## config.mk

```make
export PLATFORM = sky130hd
export DESIGN_NAME = switch_debouncer_flat
export DESIGN_NICKNAME = d
export VERILOG_FILES = /design/src/rtl/switch_debouncer_if.sv /design/src/rtl/switch_debouncer.sv /design/src/flat_wrapper.sv
export SDC_FILE = /design/constraint.sdc
export NUM_CORES = 1
export LEC_CHECK = 0
export BUFFER_PORTS_ARGS = -buffer_cell sky130_fd_sc_hd__buf_2
export CORE_AREA = 2 2 140 142
export DETAILED_ROUTE_END_ITERATION = 7
export DIE_AREA = 0 0 142 144
export PLACE_DENSITY = 0.69
export SLEW_MARGIN = 20
export SYNTH_ARGS = -nofsm -noshare
export SYNTH_HDL_FRONTEND = slang
export SYNTH_SLANG_ARGS = --single-unit
export TNS_END_PERCENT = 50
```

## constraint.sdc

```tcl
create_clock -name clk -period 5.1 [get_ports clk]
set_clock_uncertainty 0.2 [all_clocks]
set_input_delay 0.255 -clock clk [delete_from_list [all_inputs] [get_ports clk]]
set_output_delay 0.255 -clock clk [all_outputs]
set_load 0.005 [all_outputs]
```

## src/rtl/switch_debouncer_if.sv

```systemverilog
//------------------------------------------------------------------------------
// switch_debouncer_if : raw switch pins in, debounced levels and strobes out.
// Rev 1.0 - initial release
//------------------------------------------------------------------------------
`default_nettype none

interface switch_debouncer_if #(
    parameter int WIDTH = 8
);
    logic [WIDTH-1:0] sw_raw;
    logic [WIDTH-1:0] sw_db;
    logic [WIDTH-1:0] sw_rise;
    logic [WIDTH-1:0] sw_fall;
    logic             sw_change;

    modport master (
        output sw_raw,
        input  sw_db,
        input  sw_rise,
        input  sw_fall,
        input  sw_change
    );

    modport slave (
        input  sw_raw,
        output sw_db,
        output sw_rise,
        output sw_fall,
        output sw_change
    );
endinterface

`default_nettype wire

```

## src/rtl/switch_debouncer.sv

```systemverilog
//------------------------------------------------------------------------------
// switch_debouncer : 2-flop synchroniser plus independent per-bit debounce
//                    with registered level, rise/fall and change strobes.
// Rev 1.0 - initial release
//------------------------------------------------------------------------------
`default_nettype none

module switch_debouncer #(
    parameter int WIDTH           = 8,
    parameter int DEBOUNCE_CYCLES = 1000000,
    parameter int CNT_W           = $clog2(DEBOUNCE_CYCLES + 1)
) (
    input  wire logic          clk,
    input  wire logic          rst,
    switch_debouncer_if.slave  sw
);

    localparam logic [CNT_W-1:0] c_TERM_CNT = CNT_W'(DEBOUNCE_CYCLES - 1);

    typedef enum logic [0:0] {
        ST_STABLE  = 1'b0,
        ST_PENDING = 1'b1
    } state_t;

    logic [WIDTH-1:0] r_sync1;
    logic [WIDTH-1:0] r_sync2;
    logic [WIDTH-1:0] r_db;
    logic [WIDTH-1:0] r_rise;
    logic [WIDTH-1:0] r_fall;
    logic             r_change;

    logic [WIDTH-1:0] w_db_nxt;
    logic [WIDTH-1:0] w_rise_nxt;
    logic [WIDTH-1:0] w_fall_nxt;

    for (genvar gi = 0; gi < WIDTH; gi++) begin : g_bit
        state_t           r_state;
        state_t           w_state_nxt;
        logic [CNT_W-1:0] r_cnt;
        logic [CNT_W-1:0] w_cnt_nxt;
        logic             w_db;
        logic             w_rise;
        logic             w_fall;

        always_ff @(posedge clk) begin
            if (rst) begin
                r_state <= ST_STABLE;
                r_cnt   <= '0;
            end else begin
                r_state <= w_state_nxt;
                r_cnt   <= w_cnt_nxt;
            end
        end

        // The count in STABLE is always zero, and DEBOUNCE_CYCLES >= 2 keeps
        // the terminal count above zero, so commits only happen from PENDING.
        always_comb begin
            w_state_nxt = r_state;
            w_cnt_nxt   = '0;
            w_db        = r_db[gi];
            w_rise      = 1'b0;
            w_fall      = 1'b0;
            case (r_state)
                ST_STABLE: begin
                    if (r_sync2[gi] != r_db[gi]) begin
                        w_state_nxt = ST_PENDING;
                        w_cnt_nxt   = CNT_W'(1);
                    end
                end
                ST_PENDING: begin
                    if (r_sync2[gi] == r_db[gi]) begin
                        w_state_nxt = ST_STABLE;
                    end else if (r_cnt == c_TERM_CNT) begin
                        w_state_nxt = ST_STABLE;
                        w_db        = r_sync2[gi];
                        w_rise      = r_sync2[gi];
                        w_fall      = ~r_sync2[gi];
                    end else begin
                        w_cnt_nxt   = r_cnt + 1'b1;
                    end
                end
                default: begin
                    w_state_nxt = ST_STABLE;
                end
            endcase
        end

        assign w_db_nxt[gi]   = w_db;
        assign w_rise_nxt[gi] = w_rise;
        assign w_fall_nxt[gi] = w_fall;
    end

    always_ff @(posedge clk) begin
        if (rst) begin
            r_sync1  <= '0;
            r_sync2  <= '0;
            r_db     <= '0;
            r_rise   <= '0;
            r_fall   <= '0;
            r_change <= 1'b0;
        end else begin
            r_sync1  <= sw.sw_raw;
            r_sync2  <= r_sync1;
            r_db     <= w_db_nxt;
            r_rise   <= w_rise_nxt;
            r_fall   <= w_fall_nxt;
            r_change <= |(w_rise_nxt | w_fall_nxt);
        end
    end

    assign sw.sw_db     = r_db;
    assign sw.sw_rise   = r_rise;
    assign sw.sw_fall   = r_fall;
    assign sw.sw_change = r_change;

endmodule

`default_nettype wire
```

## src/flat_wrapper.sv

```systemverilog
// flat-port wrapper written by rule: the top's interface ports become plain ports
module switch_debouncer_flat 
#(
    parameter int WIDTH           = 8,
    parameter int DEBOUNCE_CYCLES = 1000000,
    parameter int CNT_W           = $clog2(DEBOUNCE_CYCLES + 1)
)
  (clk, rst, sw_sw_raw, sw_sw_db, sw_sw_rise, sw_sw_fall, sw_sw_change);
  switch_debouncer_if #(.WIDTH(WIDTH)) sw_i ();
  input  wire logic clk;
  input  wire logic rst;
  input wire logic [$bits(sw_i.sw_raw)-1:0] sw_sw_raw;
  output wire logic [$bits(sw_i.sw_db)-1:0] sw_sw_db;
  output wire logic [$bits(sw_i.sw_rise)-1:0] sw_sw_rise;
  output wire logic [$bits(sw_i.sw_fall)-1:0] sw_sw_fall;
  output wire logic [$bits(sw_i.sw_change)-1:0] sw_sw_change;
  assign sw_i.sw_raw = sw_sw_raw;
  assign sw_sw_db = sw_i.sw_db;
  assign sw_sw_rise = sw_i.sw_rise;
  assign sw_sw_fall = sw_i.sw_fall;
  assign sw_sw_change = sw_i.sw_change;
  switch_debouncer #(.WIDTH(WIDTH), .DEBOUNCE_CYCLES(DEBOUNCE_CYCLES), .CNT_W(CNT_W)) u_core (.clk(clk), .rst(rst), .sw(sw_i));
endmodule
```

==> flow_summary.yaml, run 1 <==
status:
  status: "complete, no violations"
clocking:
  number_of_sinks_handled_by_clock_tree_synthesis: 209
  tritoncts: "yes"
  cts-resized-gates: 0
  ctsHoldBuffers: 8
  max-clock-path-buffers: 3
  htree_levels: 1
  clk_pin_slew_worst_paths_ns: 0.06
  cts_inserted_buffers: 24
  ctsRootBufferMaster: "sky130_fd_sc_hd__clkbuf_16"
  post-cts-setup-buffer-count: 0
  insertion_delay_of_the_later_clocked_pin_in_the_worst_skew_pair_ns: 0.51
synthesis:
  synth-seq-cells: 209
  netlist_area_um2: 9100
  synth_seq_area_share_pct: 46.0
  ys_warn_count: 0
  avgSynthCellArea_um2: 8.87
  syn_nets: 1044
  synthesis.instances: 1026
  synth_edf_count: 0
  ys.flop_type: "sky130_fd_sc_hd__dfxtp_1"
  ys_types: 48
  async_reset_ff_share_pct: 0
floorplanning:
  die_extent_in_x_um: 142
  core_um2: 19100
  rows: 51
  die_area_um2: 20400
  io_pins: 35
  floorplan.die.height_um: 144
  initial_utilization_pct: 47.7
timing:
  timing.final.max_slew_violations: 0
  final.setup.tns_ns: 0
  tightest_slew_ns: 0.828
  final_critical_path_setup_slack_ns: 2.54
  finalHoldViolCount: 0
  period_minus_slack_ns: 2.56
  setup_repair_after_global_routing_missed_its_margin: "no"
  layout_worst_path_cycle_share_pct: 50.1
  final.hold.worst_slack_ns: 0.0517
  setup_viol_count_final: 0
  slew_limit_headroom_pct: 44.6
  fmax_mhz: 391
critical_path:
  cp_data_required_time_ns: 5.30
  endpoint_kind_of_the_worst_setup_timing_path: "flop"
  critPathArrivalTime_ns: 2.76
  worstSetupStartpointType: "flop"
  timing.setup.critical_path_class: "flop to flop"
  critical_path.max_fanout: 12
routing:
  final_antenna_net_count: 0
  detail_route.vias_per_cell: 5.54
  drt-total-wl_mm: 17.6
  drt_iter0_drc: 332
  firstDrtPassIters: 5
  dr_total_vias: 7266
  post-route-drc-count: 0
  routed_length_per_placed_instance_um: 13.4
cells_and_area:
  nFillCells: 1772
  ff_latch_area_um2: 4180
  diodes: 0
  num-nets-final: 1075
  finalInstanceArea_um2: 10300
  area_growth_pct: 13.4
  most_frequent_cells_in_the_layout: "209 x sky130_fd_sc_hd__dfxtp_1, 110 x sky130_fd_sc_hd__nor2_1, 66 x sky130_fd_sc_hd__a21oi_1"
  post_route_cells_drive_above_1_share_pct: 8.11
  multi_input_comb_area_um2: 4620
  layout.core_utilization_pct: 54.1
  layout.cells.most_common: "sky130_fd_sc_hd__dfxtp_1"
grt:
  grt_usage_pct: 17.6
  grt_start_max_net_pins: 33
  antenna_found_initial: 0
  first_global_vias: 6627
  first_pass_grt_wire_length_mm: 30.6
  grt-ovfl-total: 0
power:
  power_per_cell_area_nw_per_um2: 333
  total_leakage_power_nw: 3.21
  peakVddDrop_mv: 0.248
placed_design:
  postPlaceCellArea_um2: 9420
  place_ws_ns: 2.56
  detailed_placer_s_ending_hpwl_mm: 11.8
  number_of_i_o_port_buffers: 34
  place_congestion: 0.816
run:
  maxcap_viol_count: 0
hold_path:
  hold_path_class: "input pin to flop"
-- critical path: stages, from the launching register on --
cell                      delay [ns]
sky130_fd_sc_hd__dfxtp_1        0.35
sky130_fd_sc_hd__or4b_1         0.52
sky130_fd_sc_hd__or4_1          0.51
sky130_fd_sc_hd__o21ai_1        0.50
sky130_fd_sc_hd__buf_4          0.29
sky130_fd_sc_hd__o21ai_1        0.08
-- logic make-up after synthesis --
| family | share of synthesized area (%) |
|---|---|
| and+or+nand+nor | 29.7 |
| DFF | 46.0 |
| AOI/OAI and AO/OA | 10.2 |
| xor gates and xnor gates | 9.72 |
| buffers and inverters | 3.26 |
| adders and majority gates | 1.10 |
-- layout make-up --
| type | instances | share of cell area [%] |
|---|---|---|
| tap | 238 | 2.89 |
| clock buffer | 32 | 6.61 |
| timing repair buffer | 44 | 2.57 |
| inverter | 35 | 1.27 |
| clock inverter | 10 | 1.32 |
| sequential | 209 | 40.6 |
| multi-input combinational | 743 | 44.8 |
-- synth_stat cells (15+ instances only) --
master	instances	area share, %
sky130_fd_sc_hd__a21oi_1	66	3.6
sky130_fd_sc_hd__and4_1	18	1.7
sky130_fd_sc_hd__nor2b_1	16	1.1
sky130_fd_sc_hd__nor4b_1	21	2.0
sky130_fd_sc_hd__xor2_1	48	4.6
sky130_fd_sc_hd__xnor2_1	53	5.1
sky130_fd_sc_hd__nor2_1	110	4.5
sky130_fd_sc_hd__or3_1	28	1.9
sky130_fd_sc_hd__dfxtp_1	209	46
sky130_fd_sc_hd__nor4_1	15	1.0
sky130_fd_sc_hd__o21ai_0	26	1.4
sky130_fd_sc_hd__inv_1	35	1.4
sky130_fd_sc_hd__clkbuf_1	30	1.2
sky130_fd_sc_hd__nand3_1	58	3.2
sky130_fd_sc_hd__or4_1	33	2.7
sky130_fd_sc_hd__nor3_1	16	0.88
sky130_fd_sc_hd__nand4_1	53	3.6
sky130_fd_sc_hd__o31ai_1	31	2.6
sky130_fd_sc_hd__nand2_1	63	2.6
-- power breakdown --
group,switching [W],internal (W),total (W)
logic,0.0000168,0.0000151,0.0000320
clock network,0.000663,0.00109,0.00175
registers,0.00000829,0.00164,0.00165
-- state kept, by name, indices dropped and copies added (netlist names) --
name,cells
u_core.r_sync2,8
u_core.r_sync1,8
u_core.sw.sw_db,8
u_core.g_bit.r_cnt,160
u_core.sw.sw_fall,8
u_core.sw.sw_rise,8
u_core.sw.sw_change,1
u_core.g_bit.r_state,8
-- per-stage QoR --
stage | total power (W) | cells
global placement | 0.00171 | 1261
global route | 0.00355 | 1311
finish | 0.00344 | 1311
detailed placement | 0.00171 | 1261
CTS | 0.00349 | 1311
floorplan | 0.00170 | 1026
-- layer usage --
metal	GRT usage [%]	vias to the layer above	routed length, um
met5	0	-	0
met4	4.74	0	383
met3	3.21	26	621
met2	28.1	85	7870
met1	24.5	3380	8740
li1	-	3775	-
-- final timing paths --
path / startpoint / to / slack, ns / cells after the start
worst max register to register: u_core.g_bit[4].r_cnt[13] / u_core.g_bit[4].r_cnt[0] / 2.54 / 5
worst max-delay path: u_core.g_bit[4].r_cnt[13] / u_core.g_bit[4].r_cnt[0] / 2.54 / 5
worst min-delay path: rst / u_core.r_sync2[4] / 0.05 / 2
worst min register to register: u_core.r_sync1[4] / u_core.r_sync2[4] / 0.24 / 1
Note: power is estimated with default switching activity, not from simulation.
==> inputs of run 2 (changes only) <==
==> constraint.sdc (replaced) <==
create_clock -name clk -period 2.5 [get_ports clk]
set_clock_uncertainty 0.2 [all_clocks]
set_input_delay 0.125 -clock clk [delete_from_list [all_inputs] [get_ports clk]]
set_output_delay 0.125 -clock clk [all_outputs]
set_load 0.005 [all_outputs]
==> flow_summary.yaml, run 2 (synthesis results as in run 1) <==
status:
  status: "complete, no violations"
timing:
  finalHoldViolCount: 0
  timing.final.max_slew_violations: 0
  layout_worst_path_cycle_share_pct: 90.1
  final.hold.worst_slack_ns: 0.156
  setup_viol_count_final: 0
  fmax_mhz: 444
  tightest_slew_ns: 0.500
  period_minus_slack_ns: 2.25
  setup_repair_after_global_routing_missed_its_margin: "no"
  final.setup.tns_ns: 0
  slew_limit_headroom_pct: 66.2
  final_critical_path_setup_slack_ns: 0.247
critical_path:
  timing.setup.critical_path_class: "flop to flop"
  critical_path.cell_chain: "or4_1, nor4_2, a211o_1, buf_4, nor2_1"
  critical_path.max_fanout: 19
  critical_path.startpoint: "u_core.g_bit[7].r_cnt[6]"
  cp_data_required_time_ns: 2.69
  worst_r2r_path_depth: 5
  critical_path.reg2reg.startpoint: "u_core.g_bit[7].r_cnt[6]"
  cp_slowest_stage_delay_ns: 0.58
  endpoint_kind_of_the_worst_setup_timing_path: "flop"
  critical-path-slowest-cell: "sky130_fd_sc_hd__or4_1"
  worstSetupStartpointType: "flop"
  crit-reg2reg-capture: "u_core.g_bit[7].r_cnt[4]"
  ff2ff_setup_slack_ns: 0.25
  critPathArrivalTime_ns: 2.45
hold_path:
  timing.hold.worst_endpoint: "u_core.r_sync1[1]"
  holdPathStages: 3
  timing.hold.worst.start: "sw_sw_raw[1]"
  hold_path_class: "input pin to flop"
cells_and_area:
  post_route_cells_drive_above_1_share_pct: 10.2
  multi_input_comb_area_um2: 4620
  post_layout_nonfiller_instances: 1339
  ff_latch_area_um2: 4180
  largest_register_ffs: 160
  most_frequent_cells_in_the_layout: "209 x sky130_fd_sc_hd__dfxtp_1, 110 x sky130_fd_sc_hd__nor2_1, 66 x sky130_fd_sc_hd__a21oi_1"
  layout.core_utilization_pct: 55.1
  layout.cells.most_common: "sky130_fd_sc_hd__dfxtp_1"
  area_growth_pct: 15.6
  num-nets-final: 1101
  nFillCells: 1757
  diodes: 0
  largest_register: "u_core.g_bit.r_cnt"
floorplanning:
  rows: 51
  io_pins: 35
  die_area_um2: 20400
  initial_utilization_pct: 47.7
  floorplan.die.height_um: 144
  core_um2: 19100
  die_extent_in_x_um: 142
grt:
  grt-ovfl-total: 0
  first_pass_grt_wire_length_mm: 31.5
  grt_util_met3_pct: 3.25
  grt_usage_pct: 18.2
  groute.layer.met2.usage_pct: 30.2
  grt_util_met1_pct: 24.2
  antenna_found_initial: 0
  grt_start_max_net_pins: 24
  first_global_vias: 6833
  top_usage_layer: "met2"
routing:
  drt_iter0_drc: 339
  drt-total-wl_mm: 18.4
  firstDrtPassIters: 4
  dr_total_vias: 7444
  routed_length_per_placed_instance_um: 13.8
  detail_route.vias_per_cell: 5.56
  final_antenna_net_count: 0
  post-route-drc-count: 0
clocking:
  htree_levels: 1
  post-cts-setup-buffer-count: 0
  insertion_delay_of_the_later_clocked_pin_in_the_worst_skew_pair_ns: 0.51
  max-clock-path-buffers: 3
  tritoncts: "yes"
  number_of_sinks_handled_by_clock_tree_synthesis: 209
  cts_inserted_buffers: 25
  clk_pin_slew_worst_paths_ns: 0.06
  ctsRootBufferMaster: "sky130_fd_sc_hd__clkbuf_16"
run:
  maxcap_viol_count: 0
placed_design:
  post-place-cells: 1281
  number_of_i_o_port_buffers: 34
  place_ws_ns: 0.256
  place_congestion: 0.803
  detailed_placer_s_ending_hpwl_mm: 12.3
power:
  part_of_the_power_in_registers_pct: 48.1
  cell_internal_power_dissipation_w: 0.00556
  peakVddDrop_mv: 0.428
  power_per_cell_area_nw_per_um2: 665
  total_leakage_power_nw: 3.34
  switching_power_of_the_nets_w: 0.00143
  power.combinational.fraction_pct: 1.1
  switching_share_pct: 20.5
  power.share.clock_pct: 50.8
[run 2: area by class of cell]
cell class / instances / share of cell area [%]
Timing Repair Buffer: 69 / 4.42
Clock inverter: 13 / 1.12
Clock buffer: 32 / 6.67
Tap cell: 238 / 2.83
Inverter: 35 / 1.25
Sequential cell: 209 / 39.8
Multi-Input combinational cell: 743 / 43.9
[run 2: worst max-delay path, delay by kind of cell, from the launching register on]
family          cells  cell delay, ns
buf+inv             1            0.23
flops               1            0.35
simple gates        3            1.15
compound gates      1            0.20
[run 2: layer usage]
metal / share of wire [%] / up-vias
li1: - / 3823
met1: 49 / 3492
met2: 45 / 100
met3: 3.1 / 29
met4: 2.6 / 0
met5: 0 / -
[run 2: worst max-delay path by stage]
stage,depth (start not counted),endpoint,slack [ns]
floorplan,8,u_core.g_bit[2].r_cnt[10],0.28
global placement,4,u_core.sw.sw_change,0.30
detailed placement,4,u_core.sw.sw_change,0.26
CTS,4,u_core.sw.sw_change,0.25
global route,5,u_core.g_bit[7].r_cnt[18],0.1
finish,5,u_core.g_bit[7].r_cnt[4],0.25
[run 2: metrics by stage]
| step | instance area [um2] | total power, W |
|---|---|---|
| floorplan | 9100 | 0.00347 |
| global placement | 9570 | 0.00350 |
| detailed placement | 9570 | 0.00350 |
| CTS | 10500 | 0.00710 |
| global route | 10500 | 0.00726 |
| finish | 10500 | 0.00700 |
[run 2: power groups by stage]
| stage | Sequential, W | Clock, W | Combinational [W] |
|---|---|---|---|
| after floorplan | 0.00343 | 0 | 0.0000389 |
| after global placement | 0.00344 | 0 | 0.0000583 |
| after detailed placement | 0.00344 | 0 | 0.0000590 |
| after CTS | 0.00337 | 0.00366 | 0.0000746 |
| after global routing | 0.00337 | 0.00381 | 0.0000821 |
| final | 0.00337 | 0.00356 | 0.0000738 |
[run 2: timing repair]
action,4_1_cts,5_1_grt
endpoints found under the hold margin,33,0
resized for setup,0,0
hold buffers,13,0
